### src/rtl/alu_pkg.sv
// Shared opcodes, FSM state encoding and flag-vector bit positions for alu_seq_nbits.
package alu_pkg;

    localparam logic [3:0] OP_ADD  = 4'b0000;
    localparam logic [3:0] OP_SUB  = 4'b0001;
    localparam logic [3:0] OP_AND  = 4'b0010;
    localparam logic [3:0] OP_OR   = 4'b0011;
    localparam logic [3:0] OP_NOT  = 4'b0100;
    localparam logic [3:0] OP_XOR  = 4'b0101;
    localparam logic [3:0] OP_SLL  = 4'b0110;
    localparam logic [3:0] OP_SRL  = 4'b0111;
    localparam logic [3:0] OP_SRA  = 4'b1000;
    localparam logic [3:0] OP_SLT  = 4'b1001;
    localparam logic [3:0] OP_SLTU = 4'b1010;
    localparam logic [3:0] OP_MUL  = 4'b1011;
    localparam logic [3:0] OP_DIVU = 4'b1100;
    localparam logic [3:0] OP_REMU = 4'b1101;

    typedef enum logic [1:0] {
        S_IDLE = 2'd0,
        S_BUSY = 2'd1,
        S_DONE = 2'd2
    } state_e;

    localparam int unsigned FLAG_ZF   = 0;
    localparam int unsigned FLAG_SF   = 1;
    localparam int unsigned FLAG_OF   = 2;
    localparam int unsigned FLAG_CF   = 3;
    localparam int unsigned NUM_FLAGS = 4;

endpackage

### src/rtl/alu_iter_muldiv.sv
// Iterative unsigned shift-add multiplier, plus a restoring divider when ALU_DIV_EN is defined.
// The start cycle performs the first bit, so all WIDTH bits are finished when done rises.
module alu_iter_muldiv
    import alu_pkg::*;
#(
    parameter int unsigned WIDTH = 8
) (
    input  logic             clk,
    input  logic             rst,
    input  logic             start,
    input  logic             op_div,
    input  logic [WIDTH-1:0] a,
    input  logic [WIDTH-1:0] b,
    output logic [WIDTH-1:0] lo,
    output logic [WIDTH-1:0] hi,
    output logic             done
);

    localparam int unsigned CNTW = $clog2(WIDTH);

    logic [WIDTH-1:0] acc_q, acc_d;
    logic [WIDTH-1:0] mq_q, mq_d;
    logic [WIDTH-1:0] dvs_q, dvs_d;
    logic [CNTW-1:0]  cnt_q, cnt_d;
    logic             busy_q, busy_d;
    logic             done_q, done_d;
    logic [WIDTH-1:0] src_acc, src_mq, src_dvs;
    logic [WIDTH:0]   sum_c;
    logic             step_c;
`ifdef ALU_DIV_EN
    logic             div_q, div_d, src_div;
    logic [WIDTH:0]   shl_c, dif_c;
`else
    logic             unused_op_div;
    assign unused_op_div = op_div;
`endif

    // acc holds product-high / partial remainder, mq holds multiplier / dividend-quotient
    always_comb begin
        src_acc = start ? '0 : acc_q;
        src_mq  = start ? a  : mq_q;
        src_dvs = start ? b  : dvs_q;
        step_c  = start || (busy_q && (cnt_q != '0));
        sum_c   = {1'b0, src_acc} + (src_mq[0] ? {1'b0, src_dvs} : '0);
        acc_d   = acc_q;
        mq_d    = mq_q;
        dvs_d   = src_dvs;
        cnt_d   = cnt_q;
        busy_d  = busy_q;
`ifdef ALU_DIV_EN
        src_div = start ? op_div : div_q;
        div_d   = src_div;
        shl_c   = {src_acc, src_mq[WIDTH-1]};
        dif_c   = shl_c - {1'b0, src_dvs};
`endif
        if (step_c) begin
            acc_d = sum_c[WIDTH:1];
            mq_d  = {sum_c[0], src_mq[WIDTH-1:1]};
`ifdef ALU_DIV_EN
            if (src_div) begin
                if (!dif_c[WIDTH]) begin
                    {acc_d, mq_d} = {dif_c[WIDTH-1:0], src_mq[WIDTH-2:0], 1'b1};
                end else begin
                    {acc_d, mq_d} = {shl_c[WIDTH-1:0], src_mq[WIDTH-2:0], 1'b0};
                end
            end
`endif
        end
        if (start) begin
            cnt_d  = CNTW'(WIDTH - 1);
            busy_d = 1'b1;
        end else if (busy_q) begin
            if (cnt_q != '0) begin
                cnt_d = cnt_q - CNTW'(1);
            end else begin
                busy_d = 1'b0;
            end
        end
        done_d = busy_d && (cnt_d == '0);
    end

    always_ff @(posedge clk or posedge rst) begin
        if (rst) begin
            acc_q  <= '0;
            mq_q   <= '0;
            dvs_q  <= '0;
            cnt_q  <= '0;
            busy_q <= 1'b0;
            done_q <= 1'b0;
`ifdef ALU_DIV_EN
            div_q  <= 1'b0;
`endif
        end else begin
            acc_q  <= acc_d;
            mq_q   <= mq_d;
            dvs_q  <= dvs_d;
            cnt_q  <= cnt_d;
            busy_q <= busy_d;
            done_q <= done_d;
`ifdef ALU_DIV_EN
            div_q  <= div_d;
`endif
        end
    end

    assign lo   = mq_q;
    assign hi   = acc_q;
    assign done = done_q;

endmodule

### src/rtl/alu_seq_nbits.sv
// Handshaked WIDTH-bit ALU with registered result/flags; MUL (and DIVU/REMU under ALU_DIV_EN)
// run iteratively in alu_iter_muldiv, everything else completes in a single cycle.
module alu_seq_nbits
    import alu_pkg::*;
#(
    parameter int unsigned WIDTH = 8
) (
    input  logic             clk,
    input  logic             rst,
    input  logic             in_valid,
    output logic             in_ready,
    input  logic [WIDTH-1:0] A,
    input  logic [WIDTH-1:0] B,
    input  logic [3:0]       aluop,
    output logic             out_valid,
    input  logic             out_ready,
    output logic [WIDTH-1:0] alu_res,
    output logic             ZF,
    output logic             SF,
    output logic             OF,
    output logic             CF
);

    localparam int unsigned   SHW     = $clog2(WIDTH);
    localparam logic [WIDTH-1:0] WIDTH_V = WIDTH'(WIDTH);

    state_e               state_q, state_d;
    logic [WIDTH-1:0]     res_q, res_d;
    logic [NUM_FLAGS-1:0] flags_q, flags_d;
    logic [3:0]           op_q, op_d;
    logic                 in_ready_q, in_ready_d;
    logic                 out_valid_q, out_valid_d;
    logic                 accept_c, iter_op_c, start_c;
    logic [WIDTH-1:0]     sc_res_c, it_res_c, md_lo, md_hi;
    logic                 sc_of_c, sc_cf_c, it_cf_c, md_done;
    logic [WIDTH:0]       add_c, sub_c;
`ifdef ALU_DIV_EN
    logic                 div0_q, div0_d;
`endif

    function automatic logic [NUM_FLAGS-1:0] pack_flags(input logic [WIDTH-1:0] r,
                                                        input logic of, input logic cf);
        logic [NUM_FLAGS-1:0] f;
        f          = '0;
        f[FLAG_ZF] = (r == '0);
        f[FLAG_SF] = r[WIDTH-1];
        f[FLAG_OF] = of;
        f[FLAG_CF] = cf;
        return f;
    endfunction

    // single-cycle datapath, evaluated on the live operands at the accept edge
    always_comb begin
        add_c    = {1'b0, A} + {1'b0, B};
        sub_c    = {1'b0, A} - {1'b0, B};
        sc_res_c = '0;
        sc_of_c  = 1'b0;
        sc_cf_c  = 1'b0;
        case (aluop)
            OP_ADD: begin
                sc_res_c = add_c[WIDTH-1:0];
                sc_cf_c  = add_c[WIDTH];
                sc_of_c  = (A[WIDTH-1] == B[WIDTH-1]) && (add_c[WIDTH-1] != A[WIDTH-1]);
            end
            OP_SUB: begin
                sc_res_c = sub_c[WIDTH-1:0];
                sc_cf_c  = sub_c[WIDTH];
                sc_of_c  = (A[WIDTH-1] != B[WIDTH-1]) && (sub_c[WIDTH-1] != A[WIDTH-1]);
            end
            OP_AND:  sc_res_c = A & B;
            OP_OR:   sc_res_c = A | B;
            OP_NOT:  sc_res_c = ~A;
            OP_XOR:  sc_res_c = A ^ B;
            OP_SLL:  sc_res_c = (B >= WIDTH_V) ? '0 : (A << B[SHW-1:0]);
            OP_SRL:  sc_res_c = (B >= WIDTH_V) ? '0 : (A >> B[SHW-1:0]);
            OP_SRA:  sc_res_c = (B >= WIDTH_V) ? {WIDTH{A[WIDTH-1]}}
                                               : WIDTH'($signed(A) >>> B[SHW-1:0]);
            OP_SLT:  sc_res_c = WIDTH'($signed(A) < $signed(B));
            OP_SLTU: sc_res_c = WIDTH'(A < B);
            default: sc_res_c = '0;
        endcase
    end

    // result selection once the iterative unit finishes
    always_comb begin
        it_res_c = '0;
        it_cf_c  = 1'b0;
        case (op_q)
            OP_MUL: begin
                it_res_c = md_lo;
                it_cf_c  = |md_hi;
            end
`ifdef ALU_DIV_EN
            OP_DIVU: begin
                it_res_c = md_lo;
                it_cf_c  = div0_q;
            end
            OP_REMU: begin
                it_res_c = md_hi;
                it_cf_c  = div0_q;
            end
`endif
            default: it_res_c = '0;
        endcase
    end

`ifdef ALU_DIV_EN
    assign iter_op_c = (aluop == OP_MUL) || (aluop == OP_DIVU) || (aluop == OP_REMU);
`else
    assign iter_op_c = (aluop == OP_MUL);
`endif

    always_comb begin
        state_d  = state_q;
        res_d    = res_q;
        flags_d  = flags_q;
        op_d     = op_q;
        start_c  = 1'b0;
`ifdef ALU_DIV_EN
        div0_d   = div0_q;
`endif
        accept_c = in_valid && in_ready_q;
        case (state_q)
            S_IDLE: begin
                if (accept_c) begin
                    op_d = aluop;
                    if (iter_op_c) begin
                        state_d = S_BUSY;
                        start_c = 1'b1;
`ifdef ALU_DIV_EN
                        div0_d  = (B == '0);
`endif
                    end else begin
                        state_d = S_DONE;
                        res_d   = sc_res_c;
                        flags_d = pack_flags(sc_res_c, sc_of_c, sc_cf_c);
                    end
                end
            end
            S_BUSY: begin
                if (md_done) begin
                    state_d = S_DONE;
                    res_d   = it_res_c;
                    flags_d = pack_flags(it_res_c, 1'b0, it_cf_c);
                end
            end
            S_DONE: begin
                if (out_ready) begin
                    state_d = S_IDLE;
                end
            end
            default: state_d = S_IDLE;
        endcase
        in_ready_d  = (state_d == S_IDLE);
        out_valid_d = (state_d == S_DONE);
    end

    always_ff @(posedge clk or posedge rst) begin
        if (rst) begin
            state_q     <= S_IDLE;
            res_q       <= '0;
            flags_q     <= '0;
            op_q        <= '0;
            in_ready_q  <= 1'b1;
            out_valid_q <= 1'b0;
`ifdef ALU_DIV_EN
            div0_q      <= 1'b0;
`endif
        end else begin
            state_q     <= state_d;
            res_q       <= res_d;
            flags_q     <= flags_d;
            op_q        <= op_d;
            in_ready_q  <= in_ready_d;
            out_valid_q <= out_valid_d;
`ifdef ALU_DIV_EN
            div0_q      <= div0_d;
`endif
        end
    end

    alu_iter_muldiv #(
        .WIDTH (WIDTH)
    ) u_muldiv (
        .clk    (clk),
        .rst    (rst),
        .start  (start_c),
        .op_div ((aluop == OP_DIVU) || (aluop == OP_REMU)),
        .a      (A),
        .b      (B),
        .lo     (md_lo),
        .hi     (md_hi),
        .done   (md_done)
    );

    assign in_ready  = in_ready_q;
    assign out_valid = out_valid_q;
    assign alu_res   = res_q;
    assign ZF        = flags_q[FLAG_ZF];
    assign SF        = flags_q[FLAG_SF];
    assign OF        = flags_q[FLAG_OF];
    assign CF        = flags_q[FLAG_CF];

endmodule

### config.mk
export PLATFORM = sky130hd
export DESIGN_NAME = alu_seq_nbits
export DESIGN_NICKNAME = d
export VERILOG_FILES = /design/src/rtl/alu_pkg.sv /design/src/rtl/alu_iter_muldiv.sv /design/src/rtl/alu_seq_nbits.sv
export SDC_FILE = /design/constraint.sdc
export NUM_CORES = 1
export LEC_CHECK = 0
export CAP_MARGIN = 40
export CORE_MARGIN = 2
export CORE_UTILIZATION = 50
export CTS_CLUSTER_DIAMETER = 200
export DETAILED_ROUTE_END_ITERATION = 16
export DONT_BUFFER_PORTS = 1
export PLACE_DENSITY = 0.64
export SKIP_LAST_GASP = 1
export SYNTH_ARGS = -nofsm -noshare
export SYNTH_HDL_FRONTEND = slang
export SYNTH_SLANG_ARGS = --single-unit
### constraint.sdc
create_clock -name clk -period 4.2 [get_ports clk]
set_input_delay 1.05 -clock clk [delete_from_list [all_inputs] [get_ports clk]]
set_output_delay 1.05 -clock clk [all_outputs]
set_load 0.05 [all_outputs]
== Word level (Yosys, flattened, before mapping) ==
Index checks and enable logic that the tools add are counted.
Storage, ports and cells
  ROM bits: 0
  flip-flop bits (word level): 49
  input bits: 24
  latch bits: 0
  output and inout bits: 14
  memories kept: 0
  memory bits (writable): 0
Operators by class
  multiplexer cells: 34
  bitwise logic cells: 4
  div/mod/pow operators: 0
  equality and inequality tests: 22
  shifts and indexed selects: 3
  reduce and logical (&&, ||, !) cells: 17
  order comparisons: 3
  add/subtract/negate cells: 4
  $mul: 0
Operators by type and width (count)
  $mux 8: 11
  $pmux 8 s11: 1
  $eq 4x4->1 const B: 5
  $eq 4x3->1 const B: 4
  $logic_not 8->1: 2
  $lt 8x8->1: 2
  $pmux 8 s2: 1
  $mux 4: 3
  $add 8x8->9: 1
  $add 8x9->9: 1
  $mux 3: 3
  $sub 8x8->9: 1
  $and 8x8->8: 1
  $eq 4x2->1 const B: 2
  $ge 8x4->1 const B: 1
  $mux 2: 4
  $not 8->8: 1
  $or 8x8->8: 1
  $pmux 4 s2: 1
  $reduce_or 8->1: 1
  $shl 8x3->8: 1
  $shr 8x3->8: 1
  $sshr 8x3->8: 1
  $xor 8x8->8: 1
  20 further kinds: 36

== Logic depth before layout (Yosys ltp) ==
  word-level depth: 7
  depth in mapped cells: 19
  mapped depth without buffers: 17

== By module ==
A second synthesis with hierarchy kept.
Unflattened totals
  cells, all modules: 547
  area, all modules: 4703.3 um^2
By module, submodules not included
  alu_seq_nbits: times used 1, area each 3095.5 um^2, cells each 389
  alu_iter_muldiv: times used 1, area each 1607.8 um^2, cells each 158

== Worst setup path before layout ==
No wires, ideal clock.
  kind: input -> register
  start: in aluop[1]
  end: reg u_muldiv.acc_q[6] (netlist: u_muldiv.hi[6])
  buffers on the path: 2
  stages on the path: 16
  setup slack: -40 ps
  data arrival time: 4115 ps
  library setup time: 125 ps
  cell sequence: buf_2 clkbuf_1 nand3_1 nor4_4 mux2i_1 or2_1 inv_1 ha_1 a21o_1 a21oi_1 o21ai_0 a21oi_1 o21bai_1 a21oi_1 xnor2_1 mux2_2
Between the ends
  cells in the longest elaborated chain, start to end: 7
  elaborated cells between the ends (all ways): 10
  classes of those cells: add/sub (1); eq/ne (1); mux (7); reduce/logical (1)
Ends and longest elaborated chain
  start, declared: RTL line alu_seq_nbits.sv:14  | input logic [3:0] aluop,
  $eq 4x4->1 *: RTL line alu_seq_nbits.sv:110  | assign iter_op_c = (aluop == OP_MUL);
  $mux 1 *: RTL line alu_seq_nbits.sv:127  | if (iter_op_c) begin
  $mux 1 *: RTL line alu_seq_nbits.sv:125  | if (accept_c) begin
  $mux 1 *: RTL line alu_seq_nbits.sv:123  | case (state_q)
  $mux 8, on equally long branches: RTL line alu_iter_muldiv.sv:42, alu_iter_muldiv.sv:41
  $mux 8: RTL line alu_iter_muldiv.sv:44  | sum_c = {1'b0, src_acc} + (src_mq[0] ? {1'b0, src_dvs} : '0);
  $add 8x9->9: RTL line alu_iter_muldiv.sv:44
  end signal, assigned: RTL line alu_iter_muldiv.sv:84  | acc_q <= '0;
  end signal, assigned: RTL line alu_iter_muldiv.sv:94  | acc_q <= acc_d;
  end, declared: RTL line alu_iter_muldiv.sv:21  | logic [WIDTH-1:0] acc_q, acc_d;
Every way passes the cells marked *; elsewhere a longest branch is shown, timed or not.
A chain may end at the register's enable or synchronous reset.

== Final worst setup path ==
  start: in aluop[3]
  end: reg u_muldiv.acc_q[6] (netlist: u_muldiv.hi[6])
The elaborated chain is that of the path after synthesis.

==> impl_results.md <==
* Drt first-iter violations at between 200 and 250
* Total track usage at 25.85%
* Synth unique cells at 74
* Die W at just under 100 um
* WP buf/inv at 1
* Crit path time final at approximately 3.6 ns
* Die height at ~98 um
* Number of global-route vias before repair at roughly 3800
* # setup viols final at 0
* CTS tree: built
* R2R Setup Slk at 0.66 ns
* Post-CTS sizing at 0
* Crit-path cells: nor2b_1 -> nand3_1 -> nor4_4 -> mux2i_1 -> or2_1 -> inv_1 -> ha_1 -> a21o_1 -> a21oi_1 -> o21ai_0 -> a21oi_1 -> o21bai_1 -> a21oi_1 -> xnor2_1 -> mux2_2
* Crit path DAT at 3.77 ns
* Crit path required time at 4.39 ns
* Clock Latency Late Sink at a little over 0.3 ns
* # rows at 34
* Critical Path Max Stage Delay at 0.32 ns
* Wire per inst at ~20 um
* CP endpoint: u_muldiv.hi[6]
* Max-slew violations at 0
* Worst-case clock buffer depth at 2
* Final worst-path cycle share at a little under nine tenths
* Status: complete, no violations
* CP endpoint kind: flop
* Crit path top cell by count: a21oi_1
* Max_slew headroom at approximately two fifths
* Async SR Flop Fraction at 100.0%
* WP depth at 15
* Setup TNS Final at 0 ns
* Area Growth Syn to Fin at 4.720%
* Peak VDD IR at roughly 0.3 mV
* Register area share after synthesis at between 20% and 30%
* Vias after detailed routing at 3966
* Ys flop type: dfrtp_1
* DRC viols at 0
* Reg2reg path depth at 16
* Vias per Instance at roughly 6.4
* Tightest Hold Check Type: flop to flop
* Initial Util at 51.31%
* #FFs+latches synth at 48
* Max_cap viols at 0
* First-pass GRT wire length at between 20000 and 25000 um
* Routability cong. at roughly 1
* Multi-input logic area at 2964 um2
* Worst-path clk slew at around 0.090 ns
* Final layout net count at ~580
* Core Footprint at 8678 um2
* Fmax at between 200 and 300 MHz
* DRT Pass-1 Iters at 5
* Placed instance area at around 4500 um2
* Cts-stage hold buffer count at 0
* Syn nets at roughly 590
* Final wirelength at about 12000 um
* Clock Sinks at between 40 and 50
* Total leakage power at between 0.002 and 0.0025 uW
* Critical-path top delay cell: nor4_4
* Crit path launch type: primary input
* Post-CTS Repair Setup Buffers at 0
* PwrDens at ~500 nW/um2
* Mapped Area at between 4000 and 5000 um2
* Endpoints failing hold at 0
* Initial antenna violation count at 0
* Final instance area at approximately 4700 um2
* Tightest Pin Transition at slightly below 0.9 ns
* Htree depth at 2
* Post-synthesis cell count at 530
* Routed Antenna Nets at 0
* Worst Skew at approximately 0.012 ns
* EDFF count, synth at 0
* Max FO, Critical Path at 20
* Antenna cells at 0
* Clk root buf: clkbuf_8
* Overflow after GRT at 0
* Largest net degree at the start of global routing at 34
* CTS buffer count at 5
* Yosys warning total at 0
* RSZ-0062 raised after global routing: no
* Syn avg cell area at roughly 8.4 um2
* Die area at ~9700 um2
* Sequential cell area at approximately 1200 um2
* Kind of critical path: primary input to flop
* Worst reg2reg endpoint: u_muldiv.hi[7]
* Fraction of layout cells with a size suffix above 1 at about a tenth
* Port buffer count at 0
* Reg-to-Reg Start: in_ready
* I/O pin cnt at 38
* Filler instances at about 810
* Dpl hpwl at around 9300 um
* Delay-heaviest family, CP: compound AO/OA/AOI/OAI gates
* Setup crit start: aluop[3]
==> where the power goes <==
part	switching, uW	total (uW)	internal [uW]	leakage, uW
registers	392	1070	680	0.000588
clock network	163	358	195	0.0000614
logic	482	894	412	0.00139
total	1040	2320	1290	0.00204
==> cell usage in the layout, fill, tap and decap left out, drive strengths merged, types with 8 or more instances in the layout <==
cell type,count
nand2,54
buf,10
ha,36
mux2i,14
nand2b,9
xnor2,11
dfrtp,47
a31oi,11
nor2,43
nand3,11
nor3,10
o21ai,35
inv,36
nor2b,17
and2,9
o211ai,8
a21oi,28
mux2,8
==> registers in the layout (all words and copies together) (netlist names), 2 cells and up <==
signal	flops
op_q	4
u_muldiv.cnt_q	3
u_muldiv.dvs_q	8
u_muldiv.hi	8
state_q	2
alu_res	7
u_muldiv.lo	8
flags_q	4
==> how the worst min path moves through the flow <==
stage          depth (start not counted)                end  slack, ns               from
6_report                               2  u_muldiv.dvs_q[0]       0.49  u_muldiv.dvs_q[0]
5_1_grt                                1            op_q[0]       0.52            op_q[0]
4_1_cts                                2  u_muldiv.dvs_q[3]       0.50  u_muldiv.dvs_q[3]
3_5_place_dp                           2  u_muldiv.dvs_q[3]       0.48  u_muldiv.dvs_q[3]
3_3_place_gp                           2  u_muldiv.dvs_q[1]       0.46  u_muldiv.dvs_q[1]
2_1_floorplan                          2  u_muldiv.dvs_q[1]       0.44  u_muldiv.dvs_q[1]
==> final cells by class <==
| cell class | count | area share (%) |
|---|---|---|
| clock buffers | 6 | 1.771 |
| clock inverters | 2 | 0.8318 |
| inverters | 38 | 3.059 |
| multi-input cells | 411 | 63.56 |
| flip-flops and latches | 48 | 25.78 |
| well taps | 108 | 2.898 |
| repair buffers | 11 | 2.093 |
==> cell families after synthesis <==
logic type	count (synthesis)	synth area share, %
xor gates and xnor gates	12	2.360
DFF	48	27.00
AOI/OAI and AO/OA	147	22.79
muxes	28	8.205
adders and majority gates	39	11.46
and+or+nand+nor	185	21.66
buffers and inverters	71	6.518
==> metrics by stage <==
stage	hold WS (ns)	util, %	power (uW)	setup slack, ns	instances
after detailed placement	0.4823	52.34	1971	0.2924	616
after CTS	0.5014	53.73	2330	0.6120	624
after global placement	0.4576	51.99	1940	0.3843	614
after floorplan	0.4391	-	1784	0.02425	530
final	0.4921	53.73	2324	0.6202	624
after global routing	0.5228	53.73	2504	0.2477	624
==> per-layer routing <==
metal  part of all wire [%]  GRT usage, %
met3                     11         9.091
met2                     44         39.14
met4                   0.99         3.477
met5                      0             0
met1                     44         36.81
==> cells in the mapped netlist (3+ instances only) <==
cell	n	share of area [%]
o21bai_1	3	0.51
dfrtp_1	47	26
a211o_1	3	0.59
fa_1	3	1.3
ha_1	36	10
nand2b_1	9	1.3
nand4_1	7	0.98
a21oi_1	28	3.1
o2111ai_1	3	0.59
nor4_1	4	0.56
a21o_1	4	0.67
o211ai_1	8	1.3
xnor2_1	11	2.2
and2_1	9	1.3
a22o_1	3	0.59
or3_1	3	0.42
nand3_1	10	1.1
inv_1	36	3.0
o221ai_1	3	0.59
a22oi_1	6	1.0
clkbuf_1	17	1.4
mux2_2	8	2.0
nor2_1	42	3.5
buf_2	13	1.5
and4b_1	3	0.67
mux4_2	6	3.0
mux2i_1	14	3.1
o22ai_1	6	0.84
o21ai_0	34	3.8
a31oi_1	11	1.5
nor3_1	8	0.90
nand2_1	54	4.6
a2111oi_0	3	0.59
a211oi_1	4	0.67
nor2b_1	17	2.4
==> worst reg2reg max path, cell delays in order, from the launching register on <==
cell	delay, ns
dfstp_2	0.70
nand2_1	0.20
nor3_2	0.17
nand4_1	0.36
o21ai_0	0.33
nor2b_1	0.17
ha_1	0.17
inv_1	0.06
fa_1	0.39
nor2b_1	0.12
o21ai_0	0.10
a21boi_0	0.18
o21ai_0	0.09
nand2b_1	0.11
a21o_1	0.13
a21oi_1	0.06
a21oi_1	0.13
Power figures use the tool's default switching activity.
